**src/rtl/tmds_pkg.sv**
```systemverilog
// rtl/tmds_pkg.sv - TMDS decoder shared token constants, alignment states and token classifier
package tmds_pkg;

    localparam logic [9:0] TOK_00 = 10'b1101010100;
    localparam logic [9:0] TOK_01 = 10'b0010101011;
    localparam logic [9:0] TOK_10 = 10'b0101010100;
    localparam logic [9:0] TOK_11 = 10'b1010101011;

    typedef enum logic [1:0] {
        SEARCH,
        SLIP,
        WAIT,
        LOCKED
    } align_state_t;

    // Returns {is_tok, code[1:0]} with code = {c1, c0}
    function automatic logic [2:0] tok_decode(input logic [9:0] word);
        logic [2:0] r;
        case (word)
            TOK_00:  r = 3'b100;
            TOK_01:  r = 3'b101;
            TOK_10:  r = 3'b110;
            TOK_11:  r = 3'b111;
            default: r = 3'b000;
        endcase
        return r;
    endfunction

endpackage

```
**src/rtl/tmds_decoder_if.sv**
```systemverilog
// rtl/tmds_decoder_if.sv - Decoded video bus of one TMDS channel
interface tmds_decoder_if;
    logic [7:0] dout;
    logic       de;
    logic       c0;
    logic       c1;

    modport master (output dout, de, c0, c1);
    modport slave  (input  dout, de, c0, c1);
endinterface

```
**src/rtl/tmds_align_fsm.sv**
```systemverilog
// rtl/tmds_align_fsm.sv - Word alignment search: token run detection, timeout, bitslip sequencing
module tmds_align_fsm
    import tmds_pkg::*;
#(
    parameter int CTRL_RUN       = 32,
    parameter int SEARCH_TIMEOUT = 4096,
    parameter int SLIP_WAIT      = 16
) (
    input  logic       pclk,
    input  logic       reset_n,
    input  logic       is_tok,
    input  logic [1:0] code,
    output logic       bitslip,
    output logic       aligned,
    output logic       align_err
);

    localparam int RUN_W = $clog2(CTRL_RUN + 1);
    localparam int TO_W  = $clog2(SEARCH_TIMEOUT + 1);
    localparam int WT_W  = $clog2(SLIP_WAIT + 1);

    align_state_t     state_q, state_d;
    logic [RUN_W-1:0] run_cnt;
    logic [1:0]       last_code;
    logic [TO_W-1:0]  to_cnt;
    logic [WT_W-1:0]  wait_cnt;
    logic [3:0]       slip_cnt;
    logic             run_full, to_full, wait_done;

    assign run_full  = (run_cnt == RUN_W'(CTRL_RUN));
    assign to_full   = (to_cnt == TO_W'(SEARCH_TIMEOUT - 1));
    assign wait_done = (wait_cnt == WT_W'(SLIP_WAIT - 1));

    always_comb begin
        state_d   = state_q;
        bitslip   = 1'b0;
        aligned   = 1'b0;
        align_err = 1'b0;
        case (state_q)
            SEARCH: begin
                if (run_full)     state_d = LOCKED;
                else if (to_full) state_d = SLIP;
            end
            SLIP: begin
                bitslip   = 1'b1;
                align_err = (slip_cnt == 4'd9);
                state_d   = WAIT;
            end
            WAIT: begin
                if (wait_done) state_d = SEARCH;
            end
            LOCKED: begin
                aligned = 1'b1;
                // Loss of lock falls back to search without a slip: the phase was good once
                if (!run_full && to_full) state_d = SEARCH;
            end
            default: state_d = SEARCH;
        endcase
    end

    always_ff @(posedge pclk or negedge reset_n) begin
        if (!reset_n) begin
            state_q   <= SEARCH;
            run_cnt   <= '0;
            last_code <= '0;
            to_cnt    <= '0;
            wait_cnt  <= '0;
            slip_cnt  <= '0;
        end else begin
            state_q <= state_d;

            if (state_q == WAIT || !is_tok)             run_cnt <= '0;
            else if (run_cnt != '0 && code == last_code) begin
                if (!run_full) run_cnt <= run_cnt + 1'b1;
            end else                                    run_cnt <= RUN_W'(1);
            if (is_tok) last_code <= code;

            if (state_d != state_q || state_q == SLIP || state_q == WAIT ||
                (state_q == LOCKED && run_full))
                to_cnt <= '0;
            else
                to_cnt <= to_cnt + 1'b1;

            wait_cnt <= (state_q == WAIT) ? wait_cnt + 1'b1 : '0;

            if (state_q == SLIP) slip_cnt <= (slip_cnt == 4'd9) ? 4'd0 : slip_cnt + 4'd1;
        end
    end

endmodule

```
**src/rtl/tmds_decoder.sv**
```systemverilog
// rtl/tmds_decoder.sv - One TMDS channel decoder with token alignment; TMDS_DEC_ERRCNT_EN adds err_cnt
module tmds_decoder
    import tmds_pkg::*;
#(
    parameter int CTRL_RUN       = 32,
    parameter int SEARCH_TIMEOUT = 4096,
    parameter int SLIP_WAIT      = 16
`ifdef TMDS_DEC_ERRCNT_EN
    , parameter int ERR_W        = 16
`endif
) (
    input  logic            pclk,
    input  logic            reset_n,
    input  logic [9:0]      din,
    output logic            bitslip,
    output logic            aligned,
    output logic            align_err,
    tmds_decoder_if.master  vid
`ifdef TMDS_DEC_ERRCNT_EN
    , output logic [ERR_W-1:0] err_cnt
`endif
);

    logic [9:0] din_q;
    logic       is_tok_q;
    logic [1:0] code_q;
    logic [7:0] d, dec;

    always_ff @(posedge pclk or negedge reset_n) begin
        if (!reset_n) begin
            din_q    <= '0;
            is_tok_q <= 1'b0;
            code_q   <= '0;
        end else begin
            din_q              <= din;
            {is_tok_q, code_q} <= tok_decode(din);
        end
    end

    always_comb begin
        d      = din_q[9] ? ~din_q[7:0] : din_q[7:0];
        dec    = '0;
        dec[0] = d[0];
        for (int i = 1; i < 8; i++)
            dec[i] = din_q[8] ? (d[i] ^ d[i-1]) : ~(d[i] ^ d[i-1]);
    end

    always_ff @(posedge pclk or negedge reset_n) begin
        if (!reset_n) begin
            vid.dout <= '0;
            vid.de   <= 1'b0;
            vid.c0   <= 1'b0;
            vid.c1   <= 1'b0;
        end else if (is_tok_q) begin
            vid.dout           <= '0;
            vid.de             <= 1'b0;
            {vid.c1, vid.c0}   <= code_q;
        end else begin
            vid.dout <= dec;
            vid.de   <= 1'b1;
        end
    end

    tmds_align_fsm #(
        .CTRL_RUN       (CTRL_RUN),
        .SEARCH_TIMEOUT (SEARCH_TIMEOUT),
        .SLIP_WAIT      (SLIP_WAIT)
    ) u_align (
        .pclk      (pclk),
        .reset_n   (reset_n),
        .is_tok    (is_tok_q),
        .code      (code_q),
        .bitslip   (bitslip),
        .aligned   (aligned),
        .align_err (align_err)
    );

`ifdef TMDS_DEC_ERRCNT_EN
    // iso_len saturates at 4 so any run longer than 3 never qualifies as isolated
    logic [2:0] iso_len;
    logic       seen_data;

    always_ff @(posedge pclk or negedge reset_n) begin
        if (!reset_n) begin
            iso_len   <= '0;
            seen_data <= 1'b0;
            err_cnt   <= '0;
        end else begin
            if (is_tok_q) begin
                if (iso_len != 3'd4) iso_len <= iso_len + 3'd1;
            end else begin
                iso_len   <= '0;
                seen_data <= 1'b1;
            end
            if (!aligned)
                err_cnt <= '0;
            else if (!is_tok_q && seen_data && iso_len != 3'd0 && iso_len <= 3'd3 && err_cnt != '1)
                err_cnt <= err_cnt + 1'b1;
        end
    end
`endif

endmodule

```
**src/flat_wrapper.sv**
```systemverilog
// flat-port wrapper written by rule: the top's interface ports become plain ports
module tmds_decoder_flat import tmds_pkg::*;
#(
    parameter int CTRL_RUN       = 32,
    parameter int SEARCH_TIMEOUT = 4096,
    parameter int SLIP_WAIT      = 16

)
  (pclk, reset_n, din, bitslip, aligned, align_err, vid_dout, vid_de, vid_c0, vid_c1);
  tmds_decoder_if vid_i ();
  input  logic pclk;
  input  logic reset_n;
  input  logic [9:0] din;
  output logic bitslip;
  output logic aligned;
  output logic align_err;
  output wire logic [$bits(vid_i.dout)-1:0] vid_dout;
  output wire logic [$bits(vid_i.de)-1:0] vid_de;
  output wire logic [$bits(vid_i.c0)-1:0] vid_c0;
  output wire logic [$bits(vid_i.c1)-1:0] vid_c1;
  assign vid_dout = vid_i.dout;
  assign vid_de = vid_i.de;
  assign vid_c0 = vid_i.c0;
  assign vid_c1 = vid_i.c1;
  tmds_decoder #(.CTRL_RUN(CTRL_RUN), .SEARCH_TIMEOUT(SEARCH_TIMEOUT), .SLIP_WAIT(SLIP_WAIT)) u_core (.pclk(pclk), .reset_n(reset_n), .din(din), .bitslip(bitslip), .aligned(aligned), .align_err(align_err), .vid(vid_i));
endmodule
```
**config.mk**
```make
export PLATFORM = sky130hd
export DESIGN_NAME = tmds_decoder_flat
export DESIGN_NICKNAME = d
export VERILOG_FILES = /design/src/rtl/tmds_pkg.sv /design/src/rtl/tmds_decoder_if.sv /design/src/rtl/tmds_align_fsm.sv /design/src/rtl/tmds_decoder.sv /design/src/flat_wrapper.sv
export SDC_FILE = /design/constraint.sdc
export NUM_CORES = 1
export LEC_CHECK = 0
export BUFFER_PORTS_ARGS = -buffer_cell sky130_fd_sc_hd__buf_4
export CORE_UTILIZATION = 35
export CTS_CLUSTER_DIAMETER = 150
export DETAILED_ROUTE_END_ITERATION = 6
export PLACE_DENSITY = 0.55
export SLEW_MARGIN = 20
export SYNTH_ARGS = -nofsm -noshare
export SYNTH_HDL_FRONTEND = slang
export SYNTH_SLANG_ARGS = --single-unit
```
**constraint.sdc**
```tcl
create_clock -name pclk -period 2.6 [get_ports pclk]
set_input_delay 0.39 -clock pclk [delete_from_list [all_inputs] [get_ports pclk]]
set_output_delay 0.39 -clock pclk [all_outputs]
set_load 0.1 [all_outputs]
```
==> metrics.md, run 1 <==
| Metric | Value |
|---|---|
| Crit path cell chain | nand3b_1 -> nor3b_2 -> buf_4 |
| Clk buf depth | 2 |
| Area Overhead vs Synth | 17.1% |
| Worst-margin pin slew | 0.656 ns |
| Setup_tns | 0 ns |
| First-pass GRT wire length | 6490 um |
| Tightest Hold Check Type | input port to asynchronous set/reset pin |
| Top_reg_cell synth | dfrtp_1 |
| Core area | 6310 um^2 |
| Post-cts sizing count | 0 |
| Row cnt | 29 |
| Port Buf Inserts | 25 |
| Pwr Density | 636 nW/um^2 |
| Leak pwr | 1.24 nW |
| Vias in the first global route | 1378 |
| Width of the die | around 83 um |
| Die height | 82.8 um |
| Slowest stage delay, CP | 0.43 ns |
| CTS Sinks | 54 |
| Reg2reg start | u_core.u_align.run_cnt[0] |
| Share of layout cells above drive strength 1 | 0.170 |
| Cells on worst reg2reg path | 6 |
| RSZ-0062 raised after global routing | no |
| # setup viols final | 0 |
| Starting density of the core | 0.362 |
| Post-Syn Area | 2290 um^2 |
| Router iterations before antenna repair | 4 |
| Diode count | 0 |
| Number of synthesized flops with an enable pin | 0 |
| Pre-CTS WS | about 0.76 ns |
| Wire per inst | 12.3 um |
| CTS buffer count | 5 |
| Clk slew on worst S/H paths | ~0.1 ns |
| Post-detail-place hpwl | 2680 um |
| Pin count of the biggest net entering global routing | 55 |
| Average vias per placed instance | 4.69 |
| Total global routing overflow | 0 |
| GR Util met3 | 0.0318 |
| Fin util | 0.424 |
| Met2 usage | 0.180 |
| Mapped Cells | 200 |
| Reg-to-reg endpoint | u_core.u_align.to_cnt[7] |
| Min Tclk post-route | 1.89 ns |
| I/O pins | 26 |
| FF+latch count, synth | 54 |
| Vias after detailed routing | 1440 |
| Tot GR Track Use | 0.119 |
| Startpoint types | flip-flop |
| DRT antenna net count | 0 |
| Relative slew margins | 0.562 |
| Max-slew violation count | 0 |
| CP delay by family, top | simple AND/OR/NAND/NOR gates |
| Most crowded layer after global routing | met2 |
| Nets@finish | 246 |
| Drt first-iter violations | 47 |
| Async S/R FF share, synth | 1.00 |
| CP endpoint kind | output port |
| Bufs and invs on worst path | 1 |
| YS warnings | 0 |
| Worst vdd ir | 304 uV |
| Hold Violations, Final | 0 |
| Post-CTS Setup Bufs | 0 |
| Hold_buf cts | 0 |
| DRC | 0 |
| MaxCap Viol Count | 0 |
| CTS tree | built |
| Worst-path fanout max | 6 |
| Flop2flop setup slack | around 0.75 ns |
| Clock skew | 0.0123 ns |
| Final setup margin | 0.709 ns |
| Status | complete, no violations |
| Cell variety after synth | 38 |
| Clk_lat worst skew | slightly above 0.3 ns |
| Grt met1 use | 0.160 |
| Final Wtd Congestion | 0.812 |
| Fillers | approximately 630 |
| Root buffer cell | clkbuf_8 |
| Overall power | 1.70 mW |
| WP data required | 2.21 ns |
| Initial antenna violation count | 0 |
| Max frequency | about 0.53 GHz |
| Worst hold slack | approximately 0.096 ns |
| Syn Area/Cell | 11.4 um^2 |
| H-tree levels | 2 |
| Slowest-stage cell, CP | dfrtp_1 |
| Routed WL | 3780 um |
| Crit Path Category | flip-flop to output port |
| Mapped Nets | 217 |
| Die area | 6860 um^2 |
| CP arrival | 1.50 ns |
| Fin crit share | 0.727 |
| Register area share after synthesis | 0.591 |
synth_stat cells, types with 3 or more instances:
cell	instances	area, um^2
nor2b_1	3	18.8
inv_1	8	30.0
dfrtp_1	54	1350
nor2_1	32	120
nand2_1	10	37.5
and2_1	3	18.8
xor2_1	10	87.6
xnor2_1	21	184
nand3_1	7	35.0
ha_1	5	62.6
nand4_1	5	31.3
a21oi_1	3	15.0
nor3_1	5	25.0
nor3b_1	3	22.5
o21ai_0	5	25.0
worst reg2reg max path, delay by kind of cell, from the launching register on:
kind          cells  cell delay (ns)
simple gates      4             1.10
flops             1             0.43
fa+ha+maj         1             0.20
buf+inv           1             0.06
worst max path at each step:
stage          cells past startpoint                      start                        end
3_5_place_dp                       6  u_core.u_align.run_cnt[0]   u_core.u_align.to_cnt[7]
4_1_cts                            3  u_core.u_align.state_q[1]                  align_err
6_report                           3  u_core.u_align.state_q[1]                  align_err
5_1_grt                            6  u_core.u_align.run_cnt[0]  u_core.u_align.to_cnt[11]
2_1_floorplan                      2  u_core.u_align.state_q[1]                  align_err
3_3_place_gp                       5  u_core.u_align.run_cnt[0]  u_core.u_align.run_cnt[1]
layout make-up:
class | count | area (um^2) | area share
clock inverter | 2 | 38.8 | 0.0145
sequential | 54 | 1350 | 0.505
clock buffer | 6 | 82.6 | 0.0308
tap | 77 | 96.3 | 0.0360
multi-input combinational | 135 | 891 | 0.333
timing repair buffer | 25 | 188 | 0.0701
inverter | 8 | 30.0 | 0.0112
logic make-up after synthesis:
group                    share of synthesized area
AO/OA/AOI/OAI                               0.0378
buffers and inverters                       0.0213
adder cells (fa/ha/maj)                     0.0274
XOR/XNOR                                     0.119
flip-flops                                   0.591
AND/OR/NAND/NOR                              0.189
multiplexers                                0.0142
metrics by stage:
step                instance area, um^2  cells
floorplan                          2290    200
global placement                   2560    299
detailed placement                 2560    299
CTS                                2680    307
global route                       2680    307
finish                             2680    307
layer usage:
layer | vias to the layer above | routed length (um)
met2 | 28 | 1740
met1 | 687 | 1820
met4 | 0 | 58
li1 | 721 | -
met5 | - | 0
met3 | 4 | 163
layout by cell type, fill, tap and decap left out:
cell type,count
or4_4,1
a22o_1,1
bufinv_16,1
or4b_2,1
xor2_1,10
nor3b_1,2
ha_1,5
a21o_1,1
mux2i_1,1
nor4bb_1,1
and4_1,1
nand3b_1,2
o31ai_1,1
nand2b_1,1
nor2_1,32
and2b_1,1
clkbuf_8,6
buf_4,25
inv_6,1
nand2_1,10
o2111ai_2,1
nor4b_1,1
a21oi_1,3
inv_1,8
nand4bb_1,1
a211oi_1,1
nor3_1,5
nand4_1,5
nor3b_2,1
nand3_1,7
and2_1,3
nand4b_1,1
mux2_2,2
xnor2_1,21
and3_1,2
or2b_1,1
dfrtp_1,54
nor4_1,1
o21ai_0,5
nor2b_1,3
report_power, final:
group / internal, mW / switching, mW
registers: 0.865 / 0.0106
clock network: 0.317 / 0.273
logic: 0.0546 / 0.182
total: 1.24 / 0.466
flip-flops by register name, summed over array words and instances (netlist names):
name and count:
u_core.is_tok_q 1, u_core.vid.de 1, u_core.din_q 10, u_core.u_align.state_q 2, u_core.u_align.wait_cnt 5, u_core.u_align.slip_cnt 4, u_core.vid.dout 8, u_core.u_align.run_cnt 6
u_core.code_q 2, u_core.u_align.last_code 2, u_core.u_align.to_cnt 13
No activity file was read; power rests on OpenSTA's default activity.
==> run 2: changes to the inputs <==
==> constraint.sdc (replaced) <==
create_clock -name pclk -period 1.93 [get_ports pclk]
set_input_delay 0.2895 -clock pclk [delete_from_list [all_inputs] [get_ports pclk]]
set_output_delay 0.2895 -clock pclk [all_outputs]
set_load 0.1 [all_outputs]
==> metrics.md, run 2 (synthesized netlist as in run 1, its figures left out) <==
| Metric | Value |
|---|---|
| Status | complete, no violations |
| Average vias per placed instance | 4.70 |
| Vias after detailed routing | 1458 |
| Crit path cell chain | inv_1 -> ha_1 -> nor4b_1 -> and2_1 -> or4_4 -> nor2_1 |
| Max reg flops | 13 |
| Diode count | 0 |
| Total global routing overflow | 0 |
| Die height | 82.8 um |
| Initial antenna violation count | 0 |
| Tot GR Track Use | 0.127 |
| Fillers | 610 |
| # setup viols final | 0 |
| Clock skew | 0.00855 ns |
| Largest Register | u_core.u_align.to_cnt |
| CTS tree | built |
| Most common cell after layout, fill and taps aside | dfrtp_1 |
| CTS Sinks | 54 |
| Fin crit share | 0.935 |
| Width of the die | 82.8 um |
| DRC | 0 |
| Flop2flop setup slack | 0.13 ns |
| Post-detail-place hpwl | 2660 um |
| CP delay by family, top | simple AND/OR/NAND/NOR gates |
| Hold_buf cts | 0 |
| Area Overhead vs Synth | 18.9% |
| Clk buf depth | 2 |
| Slowest stage delay, CP | 0.61 ns |
| Reg area | 1350 um^2 |
| Hold Violations, Final | 0 |
| Starting density of the core | 0.362 |
| Worst-path fanout max | 7 |
| Core area | between 6000 and 7000 um^2 |
| Clk slew on worst S/H paths | 0.09 ns |
| Pwr Density | 824 nW/um^2 |
| Clk_lat worst skew | 0.31 ns |
| Final Wtd Congestion | 0.779 |
| Startpoint types | flip-flop |
| WP data required | ~2.2 ns |
| CP arrival | 2.04 ns |
| First-pass GRT wire length | slightly below 7000 um |
| Most frequent cells in the layout | dfrtp_1 (54), nor2_1 (31), buf_4 (27), xnor2_1 (21) |
| Drt first-iter violations | 36 |
| Share of layout cells above drive strength 1 | 0.193 |
| Max-slew violation count | 0 |
| Leak pwr | 1.26 nW |
| Nets@finish | 250 |
| RSZ-0062 raised after global routing | no |
| Crit Path Category | flip-flop to flip-flop |
| Pre-CTS WS | 0.101 ns |
| Max frequency | 0.554 GHz |
| I/O pins | 26 |
| Routed WL | 3960 um |
| Die area | 6860 um^2 |
| Port Buf Inserts | 25 |
| Setup_tns | 0 ns |
| Tightest Hold Check Type | input port to asynchronous set/reset pin |
| MaxCap Viol Count | 0 |
| Worst-margin pin slew | 0.679 ns |
| Slowest-stage cell, CP | or4_4 |
| Min Tclk post-route | 1.80 ns |
| Vias in the first global route | 1442 |
| CP endpoint kind | flip-flop |
| CTS buffer count | 5 |
| Top Registers | u_core.u_align.to_cnt x13, u_core.din_q x10, u_core.vid.dout x8 |
| Bufs and invs on worst path | 1 |
| Final setup margin | ~0.13 ns |
| Root buffer cell | clkbuf_8 |
| Worst vdd ir | 339 uV |
| Pin count of the biggest net entering global routing | 55 |
| H-tree levels | 2 |
| Wire per inst | 12.8 um |
| Footprint of the multi-input gates | between 900 and 1000 um^2 |
| Relative slew margins | 0.547 |
| Router iterations before antenna repair | 4 |
| DRT antenna net count | 0 |
| Row cnt | 29 |
[run 2: metrics by stage]
| stage | utilization | hold slack [ns] | power [mW] | instances | instance area, um^2 |
|---|---|---|---|---|---|
| final | 0.430 | 0.0118 | 2.24 | 310 | 2720 |
| after global routing | 0.430 | 0.0666 | 2.33 | 310 | 2720 |
| after CTS | 0.425 | 0.0449 | 2.28 | 308 | 2690 |
| after detailed placement | 0.408 | 0.385 | 1.53 | 301 | 2580 |
| after global placement | 0.408 | 0.386 | 1.53 | 301 | 2580 |
| after floorplan | - | -0.00609 | 1.43 | 200 | 2300 |
[run 2: worst paths after layout]
check / startpoint / to / depth (start not counted)
setup / recovery: u_core.u_align.run_cnt[1] / u_core.u_align.to_cnt[9] / 6
hold / removal: reset_n / u_core.u_align.to_cnt[3] / 1
setup reg to reg: u_core.u_align.run_cnt[1] / u_core.u_align.to_cnt[9] / 6
hold reg to reg: u_core.u_align.wait_cnt[0] / u_core.u_align.wait_cnt[0] / 1
max in group asynchronous: reset_n / u_core.vid.dout[0] / 1
min in group pclk: din[7] / u_core.din_q[7] / 1
[run 2: area by class of cell]
type,count,share of cell area
Sequential cell,54,0.497
Multi-Input combinational cell,136,0.338
Timing Repair Buffer,28,0.0787
Tap cell,77,0.0355
Clock buffer,5,0.0253
Clock inverter,2,0.0143
Inverter,8,0.0110
[run 2: worst register-to-register path: cells and delay by family, from the launching register on]
family,cells,cell delay [ns]
DFF,1,0.40
buffers and inverters,1,0.06
adders and majority gates,1,0.18
and+or+nand+nor,4,1.11
[run 2: power breakdown]
part / switching, mW / internal [mW] / leakage [nW] / total (mW)
logic: 0.246 / 0.0736 / 0.509 / 0.320
registers: 0.0156 / 1.17 / 0.693 / 1.18
clock network: 0.357 / 0.382 / 0.0542 / 0.739
total: 0.619 / 1.62 / 1.26 / 2.24
[run 2: repair_timing]
item,CTS,global route
gates resized for setup,0,4
setup buffers,0,1
setup endpoints to repair,0,14
[run 2: layer usage]
layer	up-vias	part of all wire	track usage
met4	0	0.015	0.0517
met2	20	0.47	0.197
met5	-	0	0
met3	4	0.030	0.0338
li1	736	-	-
met1	698	0.49	0.168
